File: config.mk
export PLATFORM = sky130hd
export DESIGN_NAME = kp_host
export DESIGN_NICKNAME = d
export VERILOG_FILES = /design/src/rtl/kp_host.sv
export SDC_FILE = /design/constraint.sdc
export NUM_CORES = 1
export LEC_CHECK = 0
export ABC_AREA = 1
export CAP_MARGIN = 20
export CORE_ASPECT_RATIO = 1.1
export CORE_UTILIZATION = 52
export CTS_CLUSTER_SIZE = 10
export DETAILED_ROUTE_END_ITERATION = 7
export PLACE_DENSITY = 0.75
export SLEW_MARGIN = 20
export SYNTH_ARGS = -nofsm -noshare
export SYNTH_HDL_FRONTEND = slang
export SYNTH_SLANG_ARGS = --single-unit
File: constraint.sdc
create_clock -name CLK -period 5.2 [get_ports CLK]
set_input_delay 1.04 -clock CLK [delete_from_list [all_inputs] [get_ports CLK]]
set_output_delay 1.04 -clock CLK [all_outputs]
set_load 0.005 [all_outputs]
File: src/rtl/kp_host.sv
// Dual-port serial keypad/controller scan host: latch pulse, then 32 clocked bit slots per port.
// Latency: DONE pulses LATCH_LEN+64*HALF_PERIOD cycles after the START-accepting edge.
// Backpressure: none; START is ignored while a scan runs, and results are held until the next DONE.
//
// Ports:
//   CLK, RESn          core clock, async active-low reset
//   START              scan request (accepted only while idle, including the DONE cycle)
//   BUSY, DONE         scan in progress / one-cycle result-update strobe
//   DATA0, DATA1       last completed 32-bit scan per port, active-high
//   PRESENT            per-port device ID (top nibble 4'hF) seen in last scan
//   KP_LATCH, KP_CLK   latch and shift clock, same value on both bits
//   KP_RW, KP_DOUT     constant read direction / zero data toward the devices
//   KP_DIN             per-port serial data, active-low on the wire
module kp_host #(
  parameter int unsigned HALF_PERIOD = 4,
  parameter int unsigned LATCH_LEN   = 8
) (
  input  logic        CLK,
  input  logic        RESn,
  input  logic        START,
  output logic        BUSY,
  output logic        DONE,
  output logic [31:0] DATA0,
  output logic [31:0] DATA1,
  output logic [1:0]  PRESENT,
  output logic [1:0]  KP_LATCH,
  output logic [1:0]  KP_CLK,
  output logic [1:0]  KP_RW,
  output logic [1:0]  KP_DOUT,
  input  logic [1:0]  KP_DIN
);

  typedef enum logic [1:0] {IDLE, LATCH, LOW, HIGH} state_t;

  state_t      state;
  logic [7:0]  cnt;   // cycles remaining in the current phase, minus one
  logic [4:0]  k;     // bit slot index
  logic [31:0] cap0;
  logic [31:0] cap1;

  assign KP_RW   = 2'b11;
  assign KP_DOUT = 2'b00;

  always_ff @(posedge CLK or negedge RESn) begin
    if (!RESn) begin
      state    <= IDLE;
      cnt      <= 8'd0;
      k        <= 5'd0;
      cap0     <= 32'd0;
      cap1     <= 32'd0;
      BUSY     <= 1'b0;
      DONE     <= 1'b0;
      DATA0    <= 32'd0;
      DATA1    <= 32'd0;
      PRESENT  <= 2'b00;
      KP_LATCH <= 2'b00;
      KP_CLK   <= 2'b00;
    end else begin
      DONE <= 1'b0;
      case (state)
        IDLE: begin
          if (START) begin
            state    <= LATCH;
            cnt      <= 8'(LATCH_LEN - 1);
            BUSY     <= 1'b1;
            KP_LATCH <= 2'b11;
          end
        end
        LATCH: begin
          if (cnt == 8'd0) begin
            state    <= LOW;
            cnt      <= 8'(HALF_PERIOD - 1);
            k        <= 5'd0;
            KP_LATCH <= 2'b00;
          end else begin
            cnt <= cnt - 8'd1;
          end
        end
        LOW: begin
          if (cnt == 8'd0) begin
            // Sample as late as possible in the low phase so the device's
            // edge-to-data delay has long settled.
            cap0[k] <= ~KP_DIN[0];
            cap1[k] <= ~KP_DIN[1];
            state   <= HIGH;
            cnt     <= 8'(HALF_PERIOD - 1);
            KP_CLK  <= 2'b11;
          end else begin
            cnt <= cnt - 8'd1;
          end
        end
        HIGH: begin
          if (cnt == 8'd0) begin
            KP_CLK <= 2'b00;
            if (k == 5'd31) begin
              // Final rising edge has been issued; publish results in the
              // first idle cycle.
              state   <= IDLE;
              k       <= 5'd0;
              BUSY    <= 1'b0;
              DONE    <= 1'b1;
              DATA0   <= cap0;
              DATA1   <= cap1;
              PRESENT <= {cap1[31:28] == 4'hF, cap0[31:28] == 4'hF};
            end else begin
              state <= LOW;
              k     <= k + 5'd1;
              cnt   <= 8'(HALF_PERIOD - 1);
            end
          end else begin
            cnt <= cnt - 8'd1;
          end
        end
        default: state <= IDLE;
      endcase
    end
  end

endmodule

Word level (Yosys, flattened, before mapping):

Cells that the tools add are included.

* output and inout port bits: 76
* input bits: 5
* register bits after elaboration: 151

* add/subtract/negate cells: 2
* order comparisons: 2
* multiplexer cells: 30
* reductions and logical operators: 16
* bitwise gates (word level): 2
* equality and inequality tests: 12

Operators by type and width (count)
* $bwmux W32: 2
* $mux W8: 4
* $pmux W8 S3: 1
* $mux W5: 3
* $mux W2: 7
* $reduce_and A3 Y1: 4
* $ne A2 B2 Y1 const B: 5
* $pmux W5 S2: 1
* $eq A4 B4 Y1 const B: 2
* $logic_not A8 Y1: 1
* $pmux W2 S2: 2
* $pmux W2 S4: 1
* $reduce_and A4 Y1: 2
* $reduce_bool A2 Y1: 4
* $sub A8 B1 Y8 const B: 1
* $mux W1: 7
* $lt A5 B6 Y1 const B: 1
* $add A5 B1 Y5 const B: 1
* $demux W1 S5: 1
* $eq A5 B5 Y1 const B: 1
* $ge A5 B1 Y1 const B: 1
* $eq A2 B2 Y1 const B: 2
* $reduce_and A2 Y1: 2
* $ne A3 B3 Y1 const B: 1
* 6 further kinds: 7

Depth between registers and ports, before layout:

* depth in word-level cells: 5
* gate-level depth with buffers: 12
* mapped depth without buffers: 10

Worst setup path after synthesis:

OpenSTA, ideal clock, no wires.

* path kind: register to register
* from: register k[0]
* to: register DATA0[29]
* data arrival time: 1659 ps
* cell stages (with the launch flop): 13
* required time: 5134 ps
* path slack: 3475 ps
* setup time: 66 ps
* clock period less this slack: 1725 ps
* buffers on the path: 2
* cells stage by stage: dfrtp_1 ha_1 nand2_1 nor2_1 ha_1 inv_1 nor2_1 nand2_4 inv_2 buf_6 buf_6 nand2_1 nand2_1

* longest elaborated chain between the ends: 2

Ends and longest elaborated chain
* start: declaration: RTL line 37 `logic [4:0] k;`
* start signal: assignment: RTL line 107 `k <= k + 5'd1;`
* $eq A5 B5 Y1: RTL line 95 `if (k == 5'd31) begin`
* $reduce_and A3 Y1 (no source line)
* end signal: assignment: RTL line 102 `DATA0 <= cap0;`
* end: declaration: RTL line 23 `output logic [31:0] DATA0,`

No other way between the ends.
A chain may end at the register's enable or synchronous reset.

Worst setup path in the final report:

* from: register cnt[0]
* to: register DATA1[29]

* longest elaborated chain between the ends: 2

Ends and longest elaborated chain
* start: declaration: RTL line 36 `logic [7:0] cnt;`
* start signal: assignment: RTL line 64 `cnt <= 8'(LATCH_LEN - 1);`
* start signal: assignment: RTL line 72 `cnt <= 8'(HALF_PERIOD - 1);`
* start signal: assignment: RTL line 76 `cnt <= cnt - 8'd1;`
* $logic_not A8 Y1: RTL line 93 `if (cnt == 8'd0) begin`
* $reduce_and A3 Y1 (no source line)
* end signal: assignment: RTL line 103 `DATA1 <= cap1;`
* end: declaration: RTL line 24 `output logic [31:0] DATA1,`

No other way between the ends.

==> flow_metrics.py <==
metrics = {
    "die": {
        "ios": 81,
        "die_y_um": 116,
        "start_util_pct": 53.7,
        "fp.dieW_um": 106,
        "fp.coreArea_um2": 11500,
        "rows": 41,
        "die_area_um2": 12300,
    },
    "clock_network": {
        "clkLatencyLatePin_ns": 0.41,
        "cts_root_buffer": "clkbuf_16",
        "cts_setup_buffers": 0,
        "cts_tree": "yes",
        "cts_hold_buf": 0,
        "clock_path_buffers": 2,
        "cts.clk_slew.worst_paths_ns": 0.06,
        "ctsResizeCount": 0,
        "cts-buffers-inserted": 17,
        "cts_max_level": 4,
        "cts_sinks": 149,
    },
    "global_routing": {
        "grt_remaining_overflow": 0,
        "antenna_found_initial": 0,
        "grt_pass1_wl_mm": 22.0,
        "grt_max_degree": 113,
        "first_global_vias": 4657,
        "grt.total_usage_pct": 22.8,
    },
    "route": {
        "ant_nets": 0,
        "wl_met1_mm": 5.81,
        "wire_per_inst_um": 13.9,
        "wl_met2_mm": 6.55,
        "wl_met3_um": 504,
        "vias": 4859,
        "drc_errors": 0,
        "highest_layer": "met4",
        "drt-total-wl_mm": 13.0,
        "firstDrtPassIters": 5,
        "viasPerCell": 5.20,
        "first_iter_violations": 376,
    },
    "timing": {
        "timing.hold.ws_ns": 0.471,
        "finalHoldViolCount": 0,
        "rsz0062_at_grt": "no",
        "max_clock_freq_mhz": 281,
        "min_period_over_period_pct": 68.4,
        "final_max_slew_viol_count": 0,
        "finalClockSkew_ns": 0.00829,
        "min_period_ns": 3.56,
        "setup_viol": 0,
        "finalSetupTns_ns": 0,
        "tightest_slew_ns": 1.05,
        "slew_headroom_pct": 29.9,
    },
    "power": {
        "power.leakage_uw": 0.00381,
        "p_clk_share_pct": 43.7,
        "swShare_pct": 25.4,
        "combPwrFrac_pct": 11.0,
        "powerDensity_nw_per_um2": 372,
        "peakVddDrop_uv": 259,
        "power_switching_uw": 711,
        "seq_power_share_pct": 45.3,
        "intPower_uw": 2090,
    },
    "layout": {
        "nets": 783,
        "syn_to_final_growth_pct": 21.9,
        "design_area_um2": 7520,
        "diodes": 0,
        "n_fill_cell": 933,
        "layout-drive-gt1-share_pct": 5.10,
    },
    "synth": {
        "synthTopCellsByArea": "dfrtp_1 (60%), nand2_1 (19%), o21ai_0 (5.9%), nand3_1 (4.1%), nor2_1 (2.7%)",
        "synthCells": 708,
        "avgSynthCellArea_um2": 8.72,
        "muxShareOfSynthArea_pct": 0,
        "synth_top_family_by_area": "simple AND/OR/NAND/NOR gates",
        "ys_ff_latch": 149,
        "synth-xor-area-share_pct": 0.284,
        "synth_top_cell_area_share_pct": 60.4,
        "synth_compound_area_share_pct": 6.08,
        "yosys_warnings": 0,
        "yosys.area.top_type": "dfrtp_1",
        "syn_area_um2": 6170,
        "synthSimpleGateAreaFrac_pct": 27.1,
        "seq_area_frac_synth_pct": 60.4,
        "synth_adder_area_share_pct": 1.22,
        "yosysUniqueCellTypes": 23,
    },
    "min_path": {
        "min_to": "DATA0[2]",
        "hold_depth": 2,
        "hp-class": "flop to flop",
        "min-delay-start": "cap0[2]",
    },
    "critical_path": {
        "cp.arrival_ns": 3.91,
        "r2r-start": "cnt[0]",
        "start_kind": "flop",
        "crit_fanout": 73,
        "ff2ff_path_depth": 8,
        "worstSetupPathType": "flop to flop",
        "cp_data_required_time_ns": 5.55,
        "cp-end-kind": "flop",
        "r2r_slack_ns": 1.64,
        "r2r_end": "DATA1[29]",
    },
    "placed_design": {
        "dpl.hpwl_mm": 8.05,
        "gp_congestion": 0.828,
        "placed_area_um2": 6930,
        "buffer_ports.inserted": 76,
    },
    "status": {
        "outcome": "completed",
    },
    "flow_run": {
        "max_cap_viol_count": 0,
    },
}
## logic make-up after synthesis
| family | after synthesis |
|---|---|
| simple gates | 416 |
| compound gates | 75 |
| other cells | 2 |
| xor+xnor | 2 |
| fa+ha+maj | 6 |
| flops | 149 |
| buf+inv | 58 |
## routing by layer
| layer | vias to the layer above | global-route usage, % |
|---|---|---|
| met1 | 2370 | 29.9 |
| li1 | 2368 | - |
| met2 | 108 | 37.9 |
| met4 | 0 | 8.33 |
| met3 | 13 | 4.97 |
| met5 | - | 0 |
## sequential cells by signal, summed over array words and instances (netlist names)
name / flops
k: 5
DATA0: 32
PRESENT: 2
DONE: 1
state: 2
KP_LATCH: 1
cap0: 32
cap1: 32
DATA1: 32
BUSY: 1
cnt: 8
KP_CLK: 1
## final cells by class
class / instances / area, µm² / share of cell area, %
sequential: 149 / 3730 / 49.6
tap: 150 / 188 / 2.50
clock buffer: 23 / 468 / 6.22
multi-input combinational: 503 / 2160 / 28.7
timing repair buffer: 77 / 759 / 10.1
inverter: 24 / 90.1 / 1.20
clock inverter: 9 / 126 / 1.68
## synthesized netlist by cell type (all sizes together)
master,count
nor2,47
dfrtp,149
xor2,2
inv,23
clkbuf,14
and2,1
clkinv,1
nor3,1
ha,6
buf,20
nand4,7
nand3,50
o21ai,73
conb,2
a21oi,2
nand2,310
## layout by cell type (no fill, tap or decap), drive strengths merged, types with 4 or more instances in the layout
master,count
ha,6
nand2,310
o21ai,73
clkbuf,23
clkinv,6
dfrtp,149
inv,23
buf,4
nand3,50
clkdlybuf4s50,73
nand4,7
conb,4
nor2,47
## power by group through the flow
| stage | Clock (µW) | Combinational [µW] | Sequential [µW] |
|---|---|---|---|
| floorplan | 0 | 226 | 1270 |
| global placement | 0 | 294 | 1280 |
| detailed placement | 0 | 306 | 1290 |
| CTS | 1240 | 308 | 1270 |
| global route | 1290 | 359 | 1270 |
| finish | 1220 | 308 | 1270 |
## how the worst max path moves through the flow
stage / from / endpoint / cells after the start
global route: cnt[0] / DATA1[11] / 8
detailed placement: cnt[0] / DATA1[29] / 8
CTS: cnt[0] / DATA1[29] / 8
finish: cnt[0] / DATA1[29] / 8
floorplan: k[0] / DATA0[29] / 12
global placement: cnt[0] / DATA0[10] / 8
## metrics by stage
step | std cells | setup WS [ns] | utilization (%) | power, µW
after detailed placement | 903 | 1.62 | 60.3 | 1590
final | 935 | 1.64 | 65.5 | 2800
after global routing | 935 | 1.26 | 65.5 | 2920
after CTS | 935 | 1.60 | 65.5 | 2810
after floorplan | 710 | 3.48 | - | 1500
after global placement | 903 | 1.76 | 60.3 | 1570
## worst max-delay path: stages (launching register included)
cell and delay (ns):
dfrtp_1 0.40, inv_1 0.07, ha_1 0.23, nand2_2 0.11
nor2_4 0.69, nand2_4 0.66, inv_2 1.01, nand2_1 0.16
nand2_1 0.10
Note: power is estimated with default switching activity, not from simulation.
